[config.mk]
export PLATFORM = sky130hd
export DESIGN_NAME = uart_cmd_rx
export DESIGN_NICKNAME = d
export VERILOG_FILES = /design/src/rtl/uart_cmd_rx.sv
export SDC_FILE = /design/constraint.sdc
export NUM_CORES = 1
export LEC_CHECK = 0
export CAP_MARGIN = 20
export CORE_MARGIN = 1.5
export CORE_UTILIZATION = 52
export CTS_CLUSTER_SIZE = 10
export DETAILED_ROUTE_END_ITERATION = 8
export GPL_TIMING_DRIVEN = 1
export PLACE_DENSITY_LB_ADDON = 0.25
export SLEW_MARGIN = 30
export SYNTH_ARGS = -nofsm -noshare
export SYNTH_HDL_FRONTEND = slang
export SYNTH_SLANG_ARGS = --single-unit
[constraint.sdc]
create_clock -name clk -period 1.75 [get_ports clk]
set_input_delay 0.2625 -clock clk [delete_from_list [all_inputs] [get_ports clk]]
set_output_delay 0.2625 -clock clk [all_outputs]
set_load 0.1 [all_outputs]
[src/rtl/uart_cmd_rx.sv]
// rtl/uart_cmd_rx.sv - UART two-byte command receiver; define UART_CMD_RX_PARITY_EN for 8E1 frames
module uart_cmd_rx #(
    parameter int CLKS_PER_BIT = 434,
    parameter int TIMEOUT_BITS = 32
) (
    input  logic       clk,
    input  logic       rst_n,
    input  logic       ena,
    input  logic       rx,
    input  logic       cmd_ready,
    output logic       cmd_valid,
    output logic [3:0] cmd_a,
    output logic [3:0] cmd_b,
    output logic [2:0] cmd_opcode,
    output logic       frame_err,
    output logic       parity_err,
    output logic       overrun,
    output logic       busy
);

    localparam int CNT_W   = (CLKS_PER_BIT > 1) ? $clog2(CLKS_PER_BIT) : 1;
    localparam int TMO_CYC = TIMEOUT_BITS * CLKS_PER_BIT;
    localparam int TMO_W   = (TMO_CYC > 1) ? $clog2(TMO_CYC) : 1;

    localparam logic [CNT_W-1:0] HALF_C   = CNT_W'(CLKS_PER_BIT / 2);
    localparam logic [CNT_W-1:0] LAST_C   = CNT_W'(CLKS_PER_BIT - 1);
    localparam logic [TMO_W-1:0] TMO_LAST = TMO_W'(TMO_CYC - 1);

    typedef enum logic [2:0] {
        S_IDLE,
        S_START,
        S_DATA,
        S_PARITY,
        S_STOP
    } state_t;

    state_t           state_q, state_d;
    logic [CNT_W-1:0] cnt_q, cnt_d;
    logic [2:0]       bit_q, bit_d;
    logic [7:0]       shift_q, shift_d;
    logic             phase_q, phase_d;
    logic [7:0]       byte0_q, byte0_d;
    logic [TMO_W-1:0] tmo_q, tmo_d;
    logic             rx_s1_q, rx_s2_q, rx_prev_q;
    logic             cmd_valid_q, cmd_valid_d;
    logic [3:0]       cmd_a_q, cmd_a_d;
    logic [3:0]       cmd_b_q, cmd_b_d;
    logic [2:0]       cmd_op_q, cmd_op_d;
    logic             frame_err_q, frame_err_d;
    logic             overrun_q, overrun_d;
`ifdef UART_CMD_RX_PARITY_EN
    logic             parity_err_q, parity_err_d;
`endif

    logic rx_fall;
    logic byte_ok;
    logic byte_bad;
    logic abort;

    assign rx_fall = rx_prev_q & ~rx_s2_q;

    // Two-flop synchronizer plus one history flop for falling-edge detection
    always_ff @(posedge clk or negedge rst_n) begin
        if (!rst_n) begin
            rx_s1_q   <= 1'b1;
            rx_s2_q   <= 1'b1;
            rx_prev_q <= 1'b1;
        end else begin
            rx_s1_q   <= rx;
            rx_s2_q   <= rx_s1_q;
            rx_prev_q <= rx_s2_q;
        end
    end

    // Frame FSM: bit timing, data shift, start/parity/stop checks
    always_comb begin
        state_d     = state_q;
        cnt_d       = cnt_q;
        bit_d       = bit_q;
        shift_d     = shift_q;
        frame_err_d = 1'b0;
`ifdef UART_CMD_RX_PARITY_EN
        parity_err_d = 1'b0;
`endif
        byte_ok     = 1'b0;
        byte_bad    = 1'b0;
        abort       = 1'b0;
        unique case (state_q)
            S_IDLE: begin
                cnt_d = '0;
                if (ena && rx_fall) begin
                    state_d = S_START;
                end
            end
            S_START: begin
                if (cnt_q == HALF_C) begin
                    cnt_d   = '0;
                    bit_d   = '0;
                    state_d = rx_s2_q ? S_IDLE : S_DATA;
                end else begin
                    cnt_d = cnt_q + 1'b1;
                end
            end
            S_DATA: begin
                if (cnt_q == LAST_C) begin
                    cnt_d   = '0;
                    shift_d = {rx_s2_q, shift_q[7:1]};
                    bit_d   = bit_q + 1'b1;
                    if (bit_q == 3'd7) begin
`ifdef UART_CMD_RX_PARITY_EN
                        state_d = S_PARITY;
`else
                        state_d = S_STOP;
`endif
                    end
                end else begin
                    cnt_d = cnt_q + 1'b1;
                end
            end
            S_PARITY: begin
`ifdef UART_CMD_RX_PARITY_EN
                if (cnt_q == LAST_C) begin
                    cnt_d = '0;
                    // Even parity: data plus parity bit must hold an even count of ones
                    if (^{shift_q, rx_s2_q}) begin
                        parity_err_d = 1'b1;
                        byte_bad     = 1'b1;
                        state_d      = S_IDLE;
                    end else begin
                        state_d = S_STOP;
                    end
                end else begin
                    cnt_d = cnt_q + 1'b1;
                end
`else
                state_d = S_IDLE;
`endif
            end
            S_STOP: begin
                if (cnt_q == LAST_C) begin
                    cnt_d   = '0;
                    state_d = S_IDLE;
                    if (rx_s2_q) begin
                        byte_ok = 1'b1;
                    end else begin
                        frame_err_d = 1'b1;
                        byte_bad    = 1'b1;
                    end
                end else begin
                    cnt_d = cnt_q + 1'b1;
                end
            end
            default: begin
                state_d = S_IDLE;
                cnt_d   = '0;
            end
        endcase
        // Dropping enable mid-frame silently abandons the frame
        if (!ena && (state_q != S_IDLE)) begin
            state_d     = S_IDLE;
            cnt_d       = '0;
            frame_err_d = 1'b0;
`ifdef UART_CMD_RX_PARITY_EN
            parity_err_d = 1'b0;
`endif
            byte_ok     = 1'b0;
            byte_bad    = 1'b0;
            abort       = 1'b1;
        end
    end

    // Frame FSM state and error pulse registers
    always_ff @(posedge clk or negedge rst_n) begin
        if (!rst_n) begin
            state_q     <= S_IDLE;
            cnt_q       <= '0;
            bit_q       <= '0;
            shift_q     <= '0;
            frame_err_q <= 1'b0;
`ifdef UART_CMD_RX_PARITY_EN
            parity_err_q <= 1'b0;
`endif
        end else begin
            state_q     <= state_d;
            cnt_q       <= cnt_d;
            bit_q       <= bit_d;
            shift_q     <= shift_d;
            frame_err_q <= frame_err_d;
`ifdef UART_CMD_RX_PARITY_EN
            parity_err_q <= parity_err_d;
`endif
        end
    end

    // Byte pairing, inter-byte timeout and the command holding register
    always_comb begin
        phase_d     = phase_q;
        byte0_d     = byte0_q;
        tmo_d       = '0;
        cmd_valid_d = cmd_valid_q;
        cmd_a_d     = cmd_a_q;
        cmd_b_d     = cmd_b_q;
        cmd_op_d    = cmd_op_q;
        overrun_d   = 1'b0;
        if (cmd_valid_q && cmd_ready) begin
            cmd_valid_d = 1'b0;
        end
        if (abort || byte_bad) begin
            phase_d = 1'b0;
        end else if (byte_ok) begin
            if (!phase_q) begin
                byte0_d = shift_q;
                phase_d = 1'b1;
            end else begin
                phase_d = 1'b0;
                // A handshake in this same cycle frees the slot for the new command
                if (!cmd_valid_q || cmd_ready) begin
                    cmd_a_d     = byte0_q[7:4];
                    cmd_b_d     = byte0_q[3:0];
                    cmd_op_d    = shift_q[2:0];
                    cmd_valid_d = 1'b1;
                end else begin
                    overrun_d = 1'b1;
                end
            end
        end
        // Waiting for the opcode byte: give up if its start edge never arrives
        if (phase_q && (state_q == S_IDLE) && !(ena && rx_fall)) begin
            if (tmo_q == TMO_LAST) begin
                phase_d = 1'b0;
            end else begin
                tmo_d = tmo_q + 1'b1;
            end
        end
    end

    // Command path registers
    always_ff @(posedge clk or negedge rst_n) begin
        if (!rst_n) begin
            phase_q     <= 1'b0;
            byte0_q     <= '0;
            tmo_q       <= '0;
            cmd_valid_q <= 1'b0;
            cmd_a_q     <= '0;
            cmd_b_q     <= '0;
            cmd_op_q    <= '0;
            overrun_q   <= 1'b0;
        end else begin
            phase_q     <= phase_d;
            byte0_q     <= byte0_d;
            tmo_q       <= tmo_d;
            cmd_valid_q <= cmd_valid_d;
            cmd_a_q     <= cmd_a_d;
            cmd_b_q     <= cmd_b_d;
            cmd_op_q    <= cmd_op_d;
            overrun_q   <= overrun_d;
        end
    end

    assign cmd_valid  = cmd_valid_q;
    assign cmd_a      = cmd_a_q;
    assign cmd_b      = cmd_b_q;
    assign cmd_opcode = cmd_op_q;
    assign frame_err  = frame_err_q;
    assign overrun    = overrun_q;
    assign busy       = (state_q != S_IDLE);
`ifdef UART_CMD_RX_PARITY_EN
    assign parity_err = parity_err_q;
`else
    assign parity_err = 1'b0;
`endif

endmodule

Word level (Yosys, flattened, before mapping):

Cells that the tools add are included.

* logic and storage cells: 98
* register bits: 63
* input port bits: 5

* equality and inequality tests: 16
* add/subtract/negate cells: 3
* mux-type cells: 40
* bitwise operators: 4
* reductions and logical operators: 19

Operators with widths (count)
* 14-bit 2-to-1 mux: 2
* 9-bit 2-to-1 mux: 3
* 9-bit case mux with 3 select lines: 1
* 3-bit 2-to-1 mux: 8
* 1-bit 2-to-1 mux: 23
* 3-bit inequality test, second input constant: 5
* 14-bit by 1-bit adder with 14-bit output, second input constant: 1
* 14-bit equality test, second input constant: 1
* 3-bit case mux with 4 select lines: 1
* 9-bit by 1-bit adder with 9-bit output, second input constant: 1
* 9-bit by 8-bit equality test with 1-bit output, second input constant: 1
* 9-bit equality test, second input constant: 1
* 3-bit by 2-bit equality test with 1-bit output, second input constant: 2
* 3-bit equality test, second input constant: 2
* 2-bit inequality test, second input constant: 3
* 3-bit case mux with 2 select lines: 1
* 3-bit AND reduction: 2
* 1-bit logical AND: 5
* 5-bit AND reduction: 1
* 4-bit AND reduction: 1
* 3-bit by 1-bit adder with 3-bit output, second input constant: 1
* 3-bit by 1-bit equality test with 1-bit output, second input constant: 1
* 1-bit zero test: 3
* 3-bit zero test: 1
* other kinds (8): 11

Depth between registers and ports, before layout:

* depth after elaboration: 8
* mapped depth: 7
* mapped depth without buffers: 6

Worst setup path after synthesis:

OpenSTA, ideal clock, no wires.

* kind: register to register
* start point: register cnt_q[6]
* end point: register cmd_a_q[0], in the netlist cmd_a[0]
* period minus slack after synthesis: 1.903 ns
* setup slack: -0.153 ns
* library setup time: 0.128 ns
* required time: 1.622 ns
* path buffers: 1
* arrival time: 1.775 ns
* cell stages (with the launch flop): 7
* path through: dfrtp_1 > and4bb_1 > nand4_2 > and4bb_1 > and3_4 > buf_8 > mux2_1

* cells in the longest elaborated chain, start to end: 7
* elaborated cells on any way between the ends: 10
* classes of those cells: eq/ne: 1; mux: 6; bitwise: 1; reduce/logical: 2

Ends and longest elaborated chain
* from (decl): line 38 `logic [CNT_W-1:0] cnt_q, cnt_d;`
* from (signal assigned): line 185 `cnt_q <= cnt_d;`
* 9-bit equality test *: line 140 `if (cnt_q == LAST_C) begin`
* 1-bit 2-to-1 mux: line 140
* 1-bit 2-to-1 mux: line 88 `unique case (state_q)`
* 1-bit 2-to-1 mux: line 159 `if (!ena && (state_q != S_IDLE)) begin`
* 1-bit logical OR: line 208 `if (abort || byte_bad) begin`
* 1-bit inverter (no source line)
* 4-bit AND reduction (no source line) *
* to (signal assigned): line 253 `cmd_a_q <= cmd_a_d;`
* to (decl): line 46 `logic [3:0] cmd_a_q, cmd_a_d;`

Every way passes the cells marked *; elsewhere a longest branch is shown, timed or not.
A chain may end at the register's enable or synchronous reset.

Final worst setup path:

* start point: register state_q[2]
* end point: register cmd_op_q[0], in the netlist cmd_opcode[0]

* cells in the longest elaborated chain, start to end: 6
* elaborated cells on any way between the ends: 11
* classes of those cells: eq/ne: 1; mux: 5; bitwise: 1; reduce/logical: 4

Ends and longest elaborated chain
* from (decl): line 37 `state_t state_q, state_d;`
* from (signal assigned): line 184 `state_q <= state_d;`
* 3-bit equality test / 3-bit nonzero test (equally long branches): line 88, 159
* 1-bit 2-to-1 mux / 1-bit logical AND (equally long branches): line 88, 159
* 1-bit 2-to-1 mux: line 159
* 1-bit logical OR: line 208
* 1-bit inverter (no source line)
* 4-bit AND reduction (no source line) *
* to (signal assigned): line 255 `cmd_op_q <= cmd_op_d;`
* to (decl): line 48 `logic [2:0] cmd_op_q, cmd_op_d;`

Marked as above.

==> results.sh <==
export IMPL_timing_critical_path_cells="nor3_2, nor2_1, and4bb_1, and3_4, mux2_1"
export IMPL_synth_main_ff_cell="dfrtp_1"
export IMPL_drive_gt1_frac=0.3539
export IMPL_antenna_found_initial=0
export IMPL_post_place_ws_ps=-227.2
export IMPL_path_clk_slew_ps=70
export IMPL_cts_sinks=63
export IMPL_ys_seq_area_frac=0.5539
export IMPL_n_antenna_cell=0
export IMPL_setup_ws_ps=-127.3
export IMPL_fin_nets=313
export IMPL_synth_top_area_frac=0.5263
export IMPL_die_w_um=77.07
export IMPL_pwr_share_clk=0.346
export IMPL_finalCriticalPeriod_ps=1877
export IMPL_first_pass_iters=4
export IMPL_design_area_um2=3865
export IMPL_ys_top_cells_by_count="dfrtp_1, nor2_1, mux2_2"
export IMPL_max_stage_delay_ps=410
export IMPL_tns_ps=-2429
export IMPL_grt_ovfl_total=0
export IMPL_wl_per_cell_um=14.78
export IMPL_htree_levels=3
export IMPL_r2r_end="cmd_opcode[0]$_DFFE_PN0P_"
export IMPL_rr_worst_depth=5
export IMPL_cap_violations=0
export IMPL_drv_slew=0
export IMPL_drtIter0Drc=78
export IMPL_crit_slowest_cell="dfrtp_1"
export IMPL_p_leak_nw=1.852
export IMPL_finalSetupViolCount=32
export IMPL_power_frac_seq=0.409
export IMPL_cts_tree="built"
export IMPL_gp_congestion=0.8164
export IMPL_yosys_warnings=0
export IMPL_synth_avg_cell_area_um2=11.99
export IMPL_crit_buf_inv=0
export IMPL_status="finished, violations left"
export IMPL_p_int_w=0.002641
export IMPL_yosysTopAreaCell="dfrtp_1"
export IMPL_grt_max_degree=51
export IMPL_placed_area_um2=3505
export IMPL_async_reset_ff_frac=1.000
export IMPL_initial_core_util=0.5481
export IMPL_finalCritPeriodShare=1.073
export IMPL_hold_path_class="primary input to register"
export IMPL_crit_type="register to register"
export IMPL_synth_area_leaders="dfrtp_1, mux2_2, mux2_1"
export IMPL_ir_drop_v=0.001251
export IMPL_cp_top_family="simple AND/OR/NAND/NOR gates"
export IMPL_worstPathMaxFanout=11
export IMPL_clock_skew_ps=4.647
export IMPL_synth_edff_count=0
export IMPL_synth_cell_type_count=46
export IMPL_netlist_area_um2=2853
export IMPL_syn_inst=238
export IMPL_worst_setup_path_start_kind="register"
export IMPL_power_density_nw_per_um2=971.1
export IMPL_port_buffers=19
export IMPL_die_height_um=77.07
export IMPL_rr_startpoint="state_q[2]$_DFFE_PN0P_"
export IMPL_cts_made_buffers=9
export IMPL_violations="negative setup slack"
export IMPL_vias=2040
export IMPL_cp_data_required_time_ps=1980
export IMPL_post_drt_via_cell_ratio=5.397
export IMPL_clk_path_buf_depth=2
export IMPL_crit_start="state_q[2]$_DFFE_PN0P_"
export IMPL_die_area_um2=5939
export IMPL_first_global_vias=2030
export IMPL_end_kind="register"
export IMPL_core_area_um2=5205
export IMPL_ys_seq_elements=63
export IMPL_crit_arrival_ps=2100
export IMPL_synth_most_common_cell="dfrtp_1"
export IMPL_ios=21
export IMPL_grt_usage=0.2185
export IMPL_final_hold_viol_count=0
export IMPL_drc=0
export IMPL_endpoint="cmd_opcode[0]$_DFFE_PN0P_"
export IMPL_routed_wirelength_mm=5.587
export IMPL_swShare=0.2963
export IMPL_rrSetupSlack_ps=-130
export IMPL_hpwl_mm=3.764
export IMPL_p_comb_frac=0.245
export IMPL_synthToLayoutAreaGrowth_pct=35.48
export IMPL_cts_root_buf="clkbuf_8"
export IMPL_fmax_mhz=532.7
export IMPL_clk_latency_ps=340
export IMPL_rsz0062_at_grt="true"
export IMPL_path_depth=5
export IMPL_row_count=26
export IMPL_whs_ps=344.1
export IMPL_switchingPower_w=0.001112
export IMPL_synth_nets=248
export IMPL_final_antenna_net_count=0
export IMPL_grt_pass1_wl_mm=9.873
worst register-to-register path, stage by stage (launching register included):
cell and delay [ps]:
dfrtp_1 410, nor3_2 270, nor2_1 110, and4bb_1 310, and3_4 310, mux2_1 360
final cells by class:
class                   count  area [µm²]
flip-flops and latches     63        1580
repair buffers             63       681.9
well taps                  70       87.58
clock buffers              10       137.6
clock inverters             6       68.82
fillers                   349        1340
multi-input cells         159        1282
inverters                   7       26.28
power groups by stage:
stage               logic [W]  registers (W)  clock network [W]
floorplan            0.000423        0.00155                  0
global placement     0.000771        0.00155                  0
detailed placement   0.000790        0.00156                  0
CTS                  0.000885        0.00153            0.00134
global route         0.000984        0.00154            0.00139
finish               0.000921        0.00153            0.00130
stage by stage:
step / power (W) / utilization / cells
global placement: 0.002326 / 0.6733 / 355
CTS: 0.003757 / 0.7320 / 376
floorplan: 0.001972 / - / 238
global route: 0.003912 / 0.7425 / 378
finish: 0.003753 / 0.7425 / 378
detailed placement: 0.002346 / 0.6733 / 355
registers in the layout (all words and copies together), names as in the netlist, 4 cells and up:
register,count
cmd_a,4
tmo_q,14
cnt_q,9
cmd_b,4
shift_q,8
byte0_q,8
worst min path at each step:
stage / cells after the start / endpoint / from
global route: 1 / rx_s1_q$_DFF_PN1_ / rx
detailed placement: 1 / state_q[2]$_DFFE_PN0P_ / rst_n
global placement: 1 / state_q[2]$_DFFE_PN0P_ / rst_n
finish: 1 / rx_s1_q$_DFF_PN1_ / rx
floorplan: 0 / bit_q[0]$_DFFE_PN0P_ / rst_n
CTS: 1 / rx_s1_q$_DFF_PN1_ / rx
cell families (layout without fill, tap and decap cells):
| logic type | Yosys count | count (layout) | synth area share |
|---|---|---|---|
| compound gates | 24 | 24 | 0.06404 |
| xor+xnor | 14 | 14 | 0.04298 |
| fa+ha+maj | 5 | 5 | 0.02193 |
| buf+inv | 16 | 86 | 0.03026 |
| flops | 63 | 63 | 0.5539 |
| mux | 29 | 29 | 0.1140 |
| other cells | 1 | 1 | 0.001315 |
| simple gates | 86 | 86 | 0.1715 |
per-layer routing:
layer / share of wire / up-vias / global-route usage
met5: 0 / - / 0
met4: 0.024 / 0 / 0.1127
met3: 0.029 / 11 / 0.05000
met2: 0.47 / 31 / 0.3310
met1: 0.47 / 1014 / 0.2940
li1: - / 984 / -
cell usage in the layout (no fill, tap or decap), types with 5 or more instances in the layout:
cell type  netlist  layout
mux2_1          10      10
and3_1           9       9
o21ai_0          6       5
clkbuf_8         0      10
buf_4            3      37
mux2_4           0       8
dfrtp_1         60      60
xor2_1           8       8
xnor2_1          6       6
nor2_1          21      21
buf_12           0      14
nand3_1         15      15
inv_1            7       7
nand2_1          8       8
mux2_2          18      10
buf_6            0       7
nor3_1           7       5
what timing repair did:
item | CTS | global route
resized for setup | 12 | 9
buffers inserted | 4 | 2
pin swaps | 2 | 2
setup endpoints to repair | 35 | 52
hold endpoints to repair | 12 | 0
hold buffers | 1 | 0
Power figures use the tool's default switching activity.
